[config.mk]
export PLATFORM = sky130hd
export DESIGN_NAME = prbs_lfsr_gen
export DESIGN_NICKNAME = d
export VERILOG_FILES = /design/src/rtl/prbs_pkg.sv /design/src/rtl/prbs_rate_div.sv /design/src/rtl/prbs_lfsr_gen.sv
export SDC_FILE = /design/constraint.sdc
export NUM_CORES = 1
export LEC_CHECK = 0
export ABC_AREA = 1
export CAP_MARGIN = 5
export CORE_AREA = 5 5 105 107
export DETAILED_ROUTE_END_ITERATION = 8
export DIE_AREA = 0 0 110 112
export DONT_BUFFER_PORTS = 1
export PLACE_DENSITY = 0.79
export SYNTH_ARGS = -nofsm -noshare
export SYNTH_HDL_FRONTEND = slang
export SYNTH_HIERARCHICAL = 1
export SYNTH_SLANG_ARGS = --single-unit
[constraint.sdc]
create_clock -name dac_clk -period 3.75 [get_ports dac_clk]
set_input_delay 0.75 -clock dac_clk [delete_from_list [all_inputs] [get_ports dac_clk]]
set_output_delay 0.75 -clock dac_clk [all_outputs]
set_load 0.02 [all_outputs]
[src/rtl/prbs_pkg.sv]
// Shared PRBS definitions: polynomial select encoding, tap positions and the
// active-length mask used by the generator and its reload logic.
package prbs_pkg;

  typedef enum logic [2:0] {
    PRBS7  = 3'd0,
    PRBS9  = 3'd1,
    PRBS15 = 3'd2,
    PRBS23 = 3'd3,
    PRBS31 = 3'd4
  } poly_sel_e;

  localparam int unsigned PRBS7_N  = 7;
  localparam int unsigned PRBS7_T  = 6;
  localparam int unsigned PRBS9_N  = 9;
  localparam int unsigned PRBS9_T  = 5;
  localparam int unsigned PRBS15_N = 15;
  localparam int unsigned PRBS15_T = 14;
  localparam int unsigned PRBS23_N = 23;
  localparam int unsigned PRBS23_T = 18;
  localparam int unsigned PRBS31_N = 31;
  localparam int unsigned PRBS31_T = 28;

  // Unused select codes fold onto PRBS7.
  function automatic poly_sel_e decode_poly(input logic [2:0] sel);
    case (sel)
      3'd1:    return PRBS9;
      3'd2:    return PRBS15;
      3'd3:    return PRBS23;
      3'd4:    return PRBS31;
      default: return PRBS7;
    endcase
  endfunction

  function automatic logic [31:0] poly_mask(input poly_sel_e p);
    case (p)
      PRBS9:   return (32'd1 << PRBS9_N) - 32'd1;
      PRBS15:  return (32'd1 << PRBS15_N) - 32'd1;
      PRBS23:  return (32'd1 << PRBS23_N) - 32'd1;
      PRBS31:  return (32'd1 << PRBS31_N) - 32'd1;
      default: return (32'd1 << PRBS7_N) - 32'd1;
    endcase
  endfunction

endpackage

[src/rtl/prbs_rate_div.sv]
// Bit-period divider: counts 0..div_lat, reloading the latched period only at
// terminal count or restart so a rate change never cuts a bit short.
module prbs_rate_div #(
  parameter int DIV_W = 16
) (
  input  logic             dac_clk,
  input  logic             reset_n,
  input  logic             run_i,
  input  logic             restart_i,
  input  logic [DIV_W-1:0] rate_div_i,
  output logic             tc_o
);

  logic [DIV_W-1:0] cnt_q, cnt_d;
  logic [DIV_W-1:0] lat_q, lat_d;

  assign tc_o = run_i && (cnt_q == lat_q);

  always_comb begin
    cnt_d = cnt_q;
    lat_d = lat_q;
    if (restart_i || tc_o) begin
      cnt_d = '0;
      lat_d = rate_div_i;
    end else if (run_i) begin
      cnt_d = cnt_q + DIV_W'(1);
    end
  end

  always_ff @(posedge dac_clk or negedge reset_n) begin
    if (!reset_n) begin
      cnt_q <= '0;
      lat_q <= '0;
    end else begin
      cnt_q <= cnt_d;
      lat_q <= lat_d;
    end
  end

endmodule

[src/rtl/prbs_lfsr_gen.sv]
// Rate-programmable Fibonacci PRBS source with seed load, polynomial switch,
// lock-up recovery, output inversion and a sequence-start marker.
module prbs_lfsr_gen
  import prbs_pkg::*;
#(
  parameter int LFSR_W = 31,
  parameter int DIV_W  = 16
) (
  input  logic              dac_clk,
  input  logic              reset_n,
  input  logic              prbs_run,
  input  logic [2:0]        prbs_poly_sel,
  input  logic [DIV_W-1:0]  prbs_rate_div,
  input  logic [LFSR_W-1:0] prbs_seed,
  input  logic              prbs_seed_load,
  input  logic              prbs_invert,
  output logic              lfsr_clk_enable,
  output logic              prbs_bit_out,
  output logic              prbs_seq_start,
  output logic [LFSR_W-1:0] lfsr_state_dbg
);

  localparam logic [LFSR_W-1:0] LFSR_RST = LFSR_W'(32'h7F);

  logic [LFSR_W-1:0] lfsr_q, lfsr_d;
  logic [LFSR_W-1:0] ref_q, ref_d;
  poly_sel_e         poly_q, poly_d, poly_new;
  logic              en_q, en_d;
  logic              bit_q, bit_d;
  logic              seq_q, seq_d;

  logic [LFSR_W-1:0] mask_cur, mask_new, seed_m, seed_v, shifted;
  logic              fb, poly_change, restart, tc;

  assign poly_new    = decode_poly(prbs_poly_sel);
  assign poly_change = (poly_new != poly_q);
  assign restart     = prbs_seed_load | poly_change;
  assign mask_cur    = LFSR_W'(poly_mask(poly_q));
  assign mask_new    = LFSR_W'(poly_mask(poly_new));
  assign seed_m      = prbs_seed & mask_new;
  assign seed_v      = (seed_m == '0) ? mask_new : seed_m;

  always_comb begin
    case (poly_q)
      PRBS9:   fb = lfsr_q[PRBS9_N-1]  ^ lfsr_q[PRBS9_T-1];
      PRBS15:  fb = lfsr_q[PRBS15_N-1] ^ lfsr_q[PRBS15_T-1];
      PRBS23:  fb = lfsr_q[PRBS23_N-1] ^ lfsr_q[PRBS23_T-1];
      PRBS31:  fb = lfsr_q[PRBS31_N-1] ^ lfsr_q[PRBS31_T-1];
      default: fb = lfsr_q[PRBS7_N-1]  ^ lfsr_q[PRBS7_T-1];
    endcase
  end

  assign shifted = {lfsr_q[LFSR_W-2:0], fb} & mask_cur;

  prbs_rate_div #(.DIV_W(DIV_W)) u_rate_div (
    .dac_clk    (dac_clk),
    .reset_n    (reset_n),
    .run_i      (prbs_run),
    .restart_i  (restart),
    .rate_div_i (prbs_rate_div),
    .tc_o       (tc)
  );

  // Priority: seed load, then polynomial change, then shift at terminal count.
  always_comb begin
    lfsr_d = lfsr_q;
    ref_d  = ref_q;
    poly_d = poly_q;
    en_d   = 1'b0;
    bit_d  = bit_q;
    seq_d  = 1'b0;
    if (prbs_seed_load) begin
      lfsr_d = seed_v;
      ref_d  = seed_v;
      poly_d = poly_new;
    end else if (poly_change) begin
      lfsr_d = mask_new;
      ref_d  = mask_new;
      poly_d = poly_new;
    end else if (tc) begin
      if ((lfsr_q & mask_cur) == '0) begin
        lfsr_d = mask_cur;
      end else begin
        lfsr_d = shifted;
        en_d   = 1'b1;
        bit_d  = fb ^ prbs_invert;
        seq_d  = (shifted == ref_q);
      end
    end
  end

  always_ff @(posedge dac_clk or negedge reset_n) begin
    if (!reset_n) begin
      lfsr_q <= LFSR_RST;
      ref_q  <= LFSR_RST;
      poly_q <= PRBS7;
      en_q   <= 1'b0;
      bit_q  <= 1'b0;
      seq_q  <= 1'b0;
    end else begin
      lfsr_q <= lfsr_d;
      ref_q  <= ref_d;
      poly_q <= poly_d;
      en_q   <= en_d;
      bit_q  <= bit_d;
      seq_q  <= seq_d;
    end
  end

  assign lfsr_clk_enable = en_q;
  assign prbs_bit_out    = bit_q;
  assign prbs_seq_start  = seq_q;
  assign lfsr_state_dbg  = lfsr_q;

endmodule

Word level (Yosys, flattened, before mapping) --
Cells that the tools add are included.
Operators by class: $add $sub $neg 1, eq/ne operators 15, multiplexer cells 23, bitwise operators 13, reductions and logical operators 8
Operators by type and width (count):
- $pmux 31 s4 | 2
- $mux 31 | 7
- $and 31x31->31 | 3
- $logic_not 31->1 | 2
- $mux 16 | 2
- $eq 31x31->1 | 1
- $eq 3x2->1 const B | 6
- $add 16x1->16 const B | 1
- $eq 16x16->1 | 1
- $pmux 3 s4 | 1
- $eq 3x1->1 const B | 3
- $eq 3x3->1 const B | 3
- $mux 1 | 8
- $mux 3 | 2
- $xor 1x1->1 | 6
- $pmux 1 s4 | 1
- $reduce_and 4->1 | 1
- $reduce_bool 2->1 | 2
- $ne 3x3->1 | 1
- $not 1->1 | 3
- $reduce_bool 3->1 | 1
- $logic_and 1x1->1 | 1
- $logic_or 1x1->1 | 1
- $or 1x1->1 | 1
Word-level totals: bits in registers 100, output and inout port bits 34, logic and storage cells 68

Longest topological paths before layout --
word-level depth 8, gate-level depth with buffers 15

By module --
The synthesis kept the hierarchy.
By module, submodules not included:
- prbs_lfsr_gen | instances 1, cells an instance 616, area each 4365.4 um^2, seq. area each 1719.1 um^2
- prbs_rate_div | instances 1, cells an instance 276, area each 1899.3 um^2, seq. area each 800.8 um^2

Least setup slack after synthesis --
OpenSTA, ideal clock, no wires.
path type input -> register, start in prbs_poly_sel[2], end reg u_rate_div.lat_q[1], setup time 0.066 ns, arrival 2.467 ns, slack 1.218 ns, cell stages on the path 13, buffers on the path 3, path through buf_2 inv_2 nand2_1 xor2_1 a21oi_2 nand2_4 nor2_8 inv_2 buf_2 clkinv_1 clkbuf_1 nand3_1 nand2_1
Between the ends: word-level cells in the longest chain between the ends 5, elaborated cells on any way between the ends 8, classes of those cells 5 x eq/ne; 1 x mux; 1 x bitwise; 1 x reduce/logical
RTL lines:
- start: declaration | line prbs_lfsr_gen.sv:12 | input logic [2:0] prbs_poly_sel,
- $eq 3x3->1, or another cell as far along | line prbs_pkg.sv:26 | case (sel)
- $pmux 3 s4 (*) | line prbs_pkg.sv:26
- $ne 3x3->1 (*) | line prbs_lfsr_gen.sv:36 | assign poly_change = (poly_new != poly_q);
- $or 1x1->1 (*) | line prbs_lfsr_gen.sv:37 | assign restart = prbs_seed_load | poly_change;
- via restart | line prbs_lfsr_gen.sv:33 | logic fb, poly_change, restart, tc;
- $logic_or 1x1->1 (*) | line prbs_rate_div.sv:22 | if (restart_i || tc_o) begin
- end signal: assignment | line prbs_rate_div.sv:36 | lat_q <= lat_d;
- end: declaration | line prbs_rate_div.sv:15 | logic [DIV_W-1:0] lat_q, lat_d;
The timed path passes the listed nets; every way through them passes the cells marked *. A chain may end at the register's enable or synchronous reset.

Worst setup path after layout --
start reg u_rate_div.cnt_q[13], end reg lfsr_q[29] (netlist: lfsr_state_dbg[29])
Between the ends: word-level cells in the longest chain between the ends 3
RTL lines:
- start: declaration | line prbs_rate_div.sv:14 | logic [DIV_W-1:0] cnt_q, cnt_d;
- start signal: assignment | line prbs_rate_div.sv:35 | cnt_q <= cnt_d;
- $eq 16x16->1 | line prbs_rate_div.sv:17 | assign tc_o = run_i && (cnt_q == lat_q);
- $logic_and 1x1->1 | line prbs_rate_div.sv:17
- via tc | line prbs_lfsr_gen.sv:33
- $reduce_bool 3->1 (no line)
- end signal: assignment | line prbs_lfsr_gen.sv:101 | lfsr_q <= lfsr_d;
- end: declaration | line prbs_lfsr_gen.sv:25 | logic [LFSR_W-1:0] lfsr_q, lfsr_d;
The timed path passes the listed nets, and every way through them passes these cells.

==> run summary <==
setup TNS - 0 ns
Worst R2R Start - u_rate_div/cnt_q[13]$_DFFE_PN0P_
most instantiated flip-flop cell in the synthesis netlist - sky130_fd_sc_hd__dfrtp_1
Post-Synthesis Cells - 892
Core Box Area - 10,000 sq um
design internal power - 1.67 mW
maximum net fanout on the critical path - 23
path length in cells of the critical path - 14
Register-to-Register Path Depth - 14
async set-or-reset flop fraction in the synthesized netlist - 100%
initial antenna violation count - 0
Avg Synthesized Cell Area - 7.02 sq um
compound-cell area share of the yosys netlist - 12.3%
Yosys top cell by area - sky130_fd_sc_hd__dfrtp_1
Slew @ Worst Pin - 0.576 ns
post-CTS setup repair buffer count - 0
Setup WS pre-CTS - 0.800 ns
number of nets at the end of the flow - 938
vias in the first global route - 5,852
initial core utilization - 62.4%
area of the mapped netlist - 6260 sq um
setup violators final - 0
number of non-filler instances in the completed layout - 1,023
number of diodes - 0
total half-perimeter wirelength after legalization and detailed placement - 13.2 mm
Max Cap Violations - 0
Slew HR - 61.4%
worst clock skew on the final layout - 0.00814 ns
sort of element at the start of the critical path - flop
fraction of synthesized cell area in xor and xnor cells - 3.36%
series of cell instances along the critical path - inv_1 -> nand2_1 -> nand2_1 -> inv_1 -> nand3_1 -> nor3_1 -> nand2_1 -> nor3_1 -> inv_1 -> nand2_2 -> buf_4 -> nand2_2 -> a21oi_1 -> a21oi_1
Max Slew Vio Count - 0
worst-case clock buffer depth - 2
Final Hold Fails - 0
met2 Usage GRT - 48.2%
total congestion overflow - 0
final worst path period need - 2.63 ns
biggest cell delay along the critical path - 0.41 ns
width of the die - 110 um
Detailed Routing Iterations Pass 1 - 7
number of buffers created by CTS - 9
Min-Delay Path Class - in -> async
area share of the leading cell type in the synthesized netlist - 34.4%
Global Route met1 Usage - 35.2%
DR WL/cell - 17.0 um
die height - 112 um
cts repair resizes - 0
quantity of hold-fixing buffers added after cts - 0
Routed WL - 17.4 mm
total global-route track usage - 29.5%
end of the worst register-to-register path - lfsr_state_dbg[29]$_DFFE_PN0P_
top achievable clock speed - 0.381 GHz
IR Drop Worst-Case VDD - 0.177 mV
crit-path leading delay family - simple AND/OR/NAND/NOR gates
die area - 12,300 sq um
multiplexer area fraction after synthesis - 0%
power density over the cells - 395 nW/um^2
timing startpoint of the critical path - u_rate_div/cnt_q[13]$_DFFE_PN0P_
area growth from synthesis to layout - 3.77%
part of the total power dissipated in combinational logic - 18.9%
worst-path cell with the longest stage delay - sky130_fd_sc_hd__dfrtp_1
data arrival time of the critical path - 2.90 ns
buffers and inverters on the worst path - 4
Via density - 5.84
synth warn - 6
final critical-path setup slack - 1.12 ns
Post-synth EDFFs - 0
CTS tree - done
class of the most critical setup path - reg -> reg
first-pass GRT wire length - 28.4 mm
worst skew pair latency - 0.39 ns
count of unique library cells instantiated by Yosys - 45
First DRT Iteration DRCs - 403
type of destination of the critical path - flop
adder-cell area share of the yosys netlist - 0.200%
Worst EP required - 4.03 ns
synthesis-stage register bit count - 100
count of input and output buffers - 0
result of the run - completed
H-tree lvl count - 3
final weighted congestion in routability-driven placement - 0.950
count of vias placed by the detailed router - 5,974
worst reg-to-reg setup slack - 1.12 ns
clock root buffer master - sky130_fd_sc_hd__clkbuf_8
remaining antenna violation count - 0
site row count - 37
largest family of logic cells by synthesized area - simple AND/OR/NAND/NOR gates
relative contribution of the clock network to total power - 27.1%
clock sinks - 100
synth top area cells - sky130_fd_sc_hd__dfrtp_1, sky130_fd_sc_hd__nand2_1, sky130_fd_sc_hd__nor2_1
maximum number of pins on one net before global-route repair - 101
post-placement cell count - 1,007
nets in the synthesized netlist - 948
total net switching power - 0.898 mW
number of top-level pins - 89
clock slew seen by the registers of the worst setup and hold paths - 0.10 ns
fraction of the mapped netlist area in simple logic gates - 36.0%
global routing met3 resource utilization - 7.36%
crit path capture - lfsr_state_dbg[29]$_DFFE_PN0P_
share of final-layout standard cells stronger than drive strength 1 - 8.57%
most congested layer reported by global routing - met2
number of design rule violations left after detail routing - 0
unrepaired setup endpoints after global routing - false
Sequential Power Share - 54.0%
sequential area share after synthesis - 40.2%
Switching Fraction - 35.0%
fin crit share - 70.1%
total leakage power - 3.24 nW
[layout make-up]
class                      count  area, sq um
sequential                   100         2520
inverter                      96          360
clock buffer                  11          131
timing repair buffer           2         15.0
multi-input combinational    673         3250
clock inverter                 5         55.1
fill                         942         3540
tap                          136          170
[per-stage QoR]
stage	utilization [%]	hold slack, ns	area, sq um	total power, mW
3_5_place_dp	62.9	0.458	6310	1.88
5_1_grt	64.7	0.0213	6500	2.69
6_report	64.7	0.0439	6500	2.57
4_1_cts	64.7	0.0341	6500	2.57
2_1_floorplan	-	0.454	6260	1.75
3_3_place_gp	62.9	0.457	6310	1.87
[layer usage]
| layer | up-vias | part of all wire, % |
|---|---|---|
| met5 | - | 0 |
| met4 | 0 | 4.8 |
| met3 | 67 | 7.2 |
| met2 | 270 | 49 |
| met1 | 2801 | 39 |
| li1 | 2836 | - |
[synthesized netlist by cell type (all sizes together), types with 3 or more instances]
cell      n
nand2   263
nor2    142
inv      95
dfrtp    86
a21oi    73
nand3    66
o21ai    42
buf      17
dfstp    14
o22ai    14
xor2     14
nand4    12
nor3     10
xnor2    10
or2       8
a22oi     7
clkbuf    6
o31ai     3
[sequential cells by signal (all words and copies together) (netlist names)]
name and flops:
lfsr_state_dbg 31, u_rate_div/cnt_q 16, poly_q 3, ref_q 31, prbs_bit_out 1, lfsr_clk_enable 1, prbs_seq_start 1, u_rate_div/lat_q 16
[layout by cell type (no fill, tap or decap), types with 5 or more instances in the layout]
master and n:
sky130_fd_sc_hd__xor2_1 14, sky130_fd_sc_hd__o22ai_1 14, sky130_fd_sc_hd__nor3_1 10, sky130_fd_sc_hd__nor2_1 134, sky130_fd_sc_hd__xnor2_1 10, sky130_fd_sc_hd__nand2_1 255, sky130_fd_sc_hd__or2_2 6, sky130_fd_sc_hd__clkbuf_8 9
sky130_fd_sc_hd__inv_2 11, sky130_fd_sc_hd__nand3_1 60, sky130_fd_sc_hd__dfstp_2 14, sky130_fd_sc_hd__dfrtp_1 86, sky130_fd_sc_hd__nand2_2 5, sky130_fd_sc_hd__o21ai_0 33, sky130_fd_sc_hd__nand4_1 9, sky130_fd_sc_hd__a21oi_1 71
sky130_fd_sc_hd__o21ai_1 8, sky130_fd_sc_hd__a22oi_1 7, sky130_fd_sc_hd__inv_1 84
[logic make-up (layout without fill, tap and decap cells)]
kind of cell,Yosys count,after routing
AOI/OAI and AO/OA,140,140
xor gates and xnor gates,24,24
buffers and inverters,119,114
and+or+nand+nor,508,508
DFF,100,100
adders and majority gates,1,1
[power by group through the flow]
stage,Clock (mW),Combinational [mW],Sequential [mW]
2_1_floorplan,0,0.396,1.36
3_3_place_gp,0,0.465,1.40
3_5_place_dp,0,0.479,1.40
4_1_cts,0.704,0.482,1.38
5_1_grt,0.747,0.547,1.40
6_report,0.696,0.486,1.39
[how the worst min path moves through the flow]
stage | from | end | cells past startpoint
3_5_place_dp | reset_n | u_rate_div/cnt_q[0]$_DFFE_PN0P_ | 0
4_1_cts | reset_n | u_rate_div/cnt_q[0]$_DFFE_PN0P_ | 0
3_3_place_gp | reset_n | u_rate_div/cnt_q[0]$_DFFE_PN0P_ | 0
5_1_grt | reset_n | u_rate_div/cnt_q[0]$_DFFE_PN0P_ | 0
2_1_floorplan | reset_n | lfsr_clk_enable$_DFF_PN0_ | 0
6_report | reset_n | u_rate_div/cnt_q[0]$_DFFE_PN0P_ | 0
Note: power is estimated with default switching activity, not from simulation.
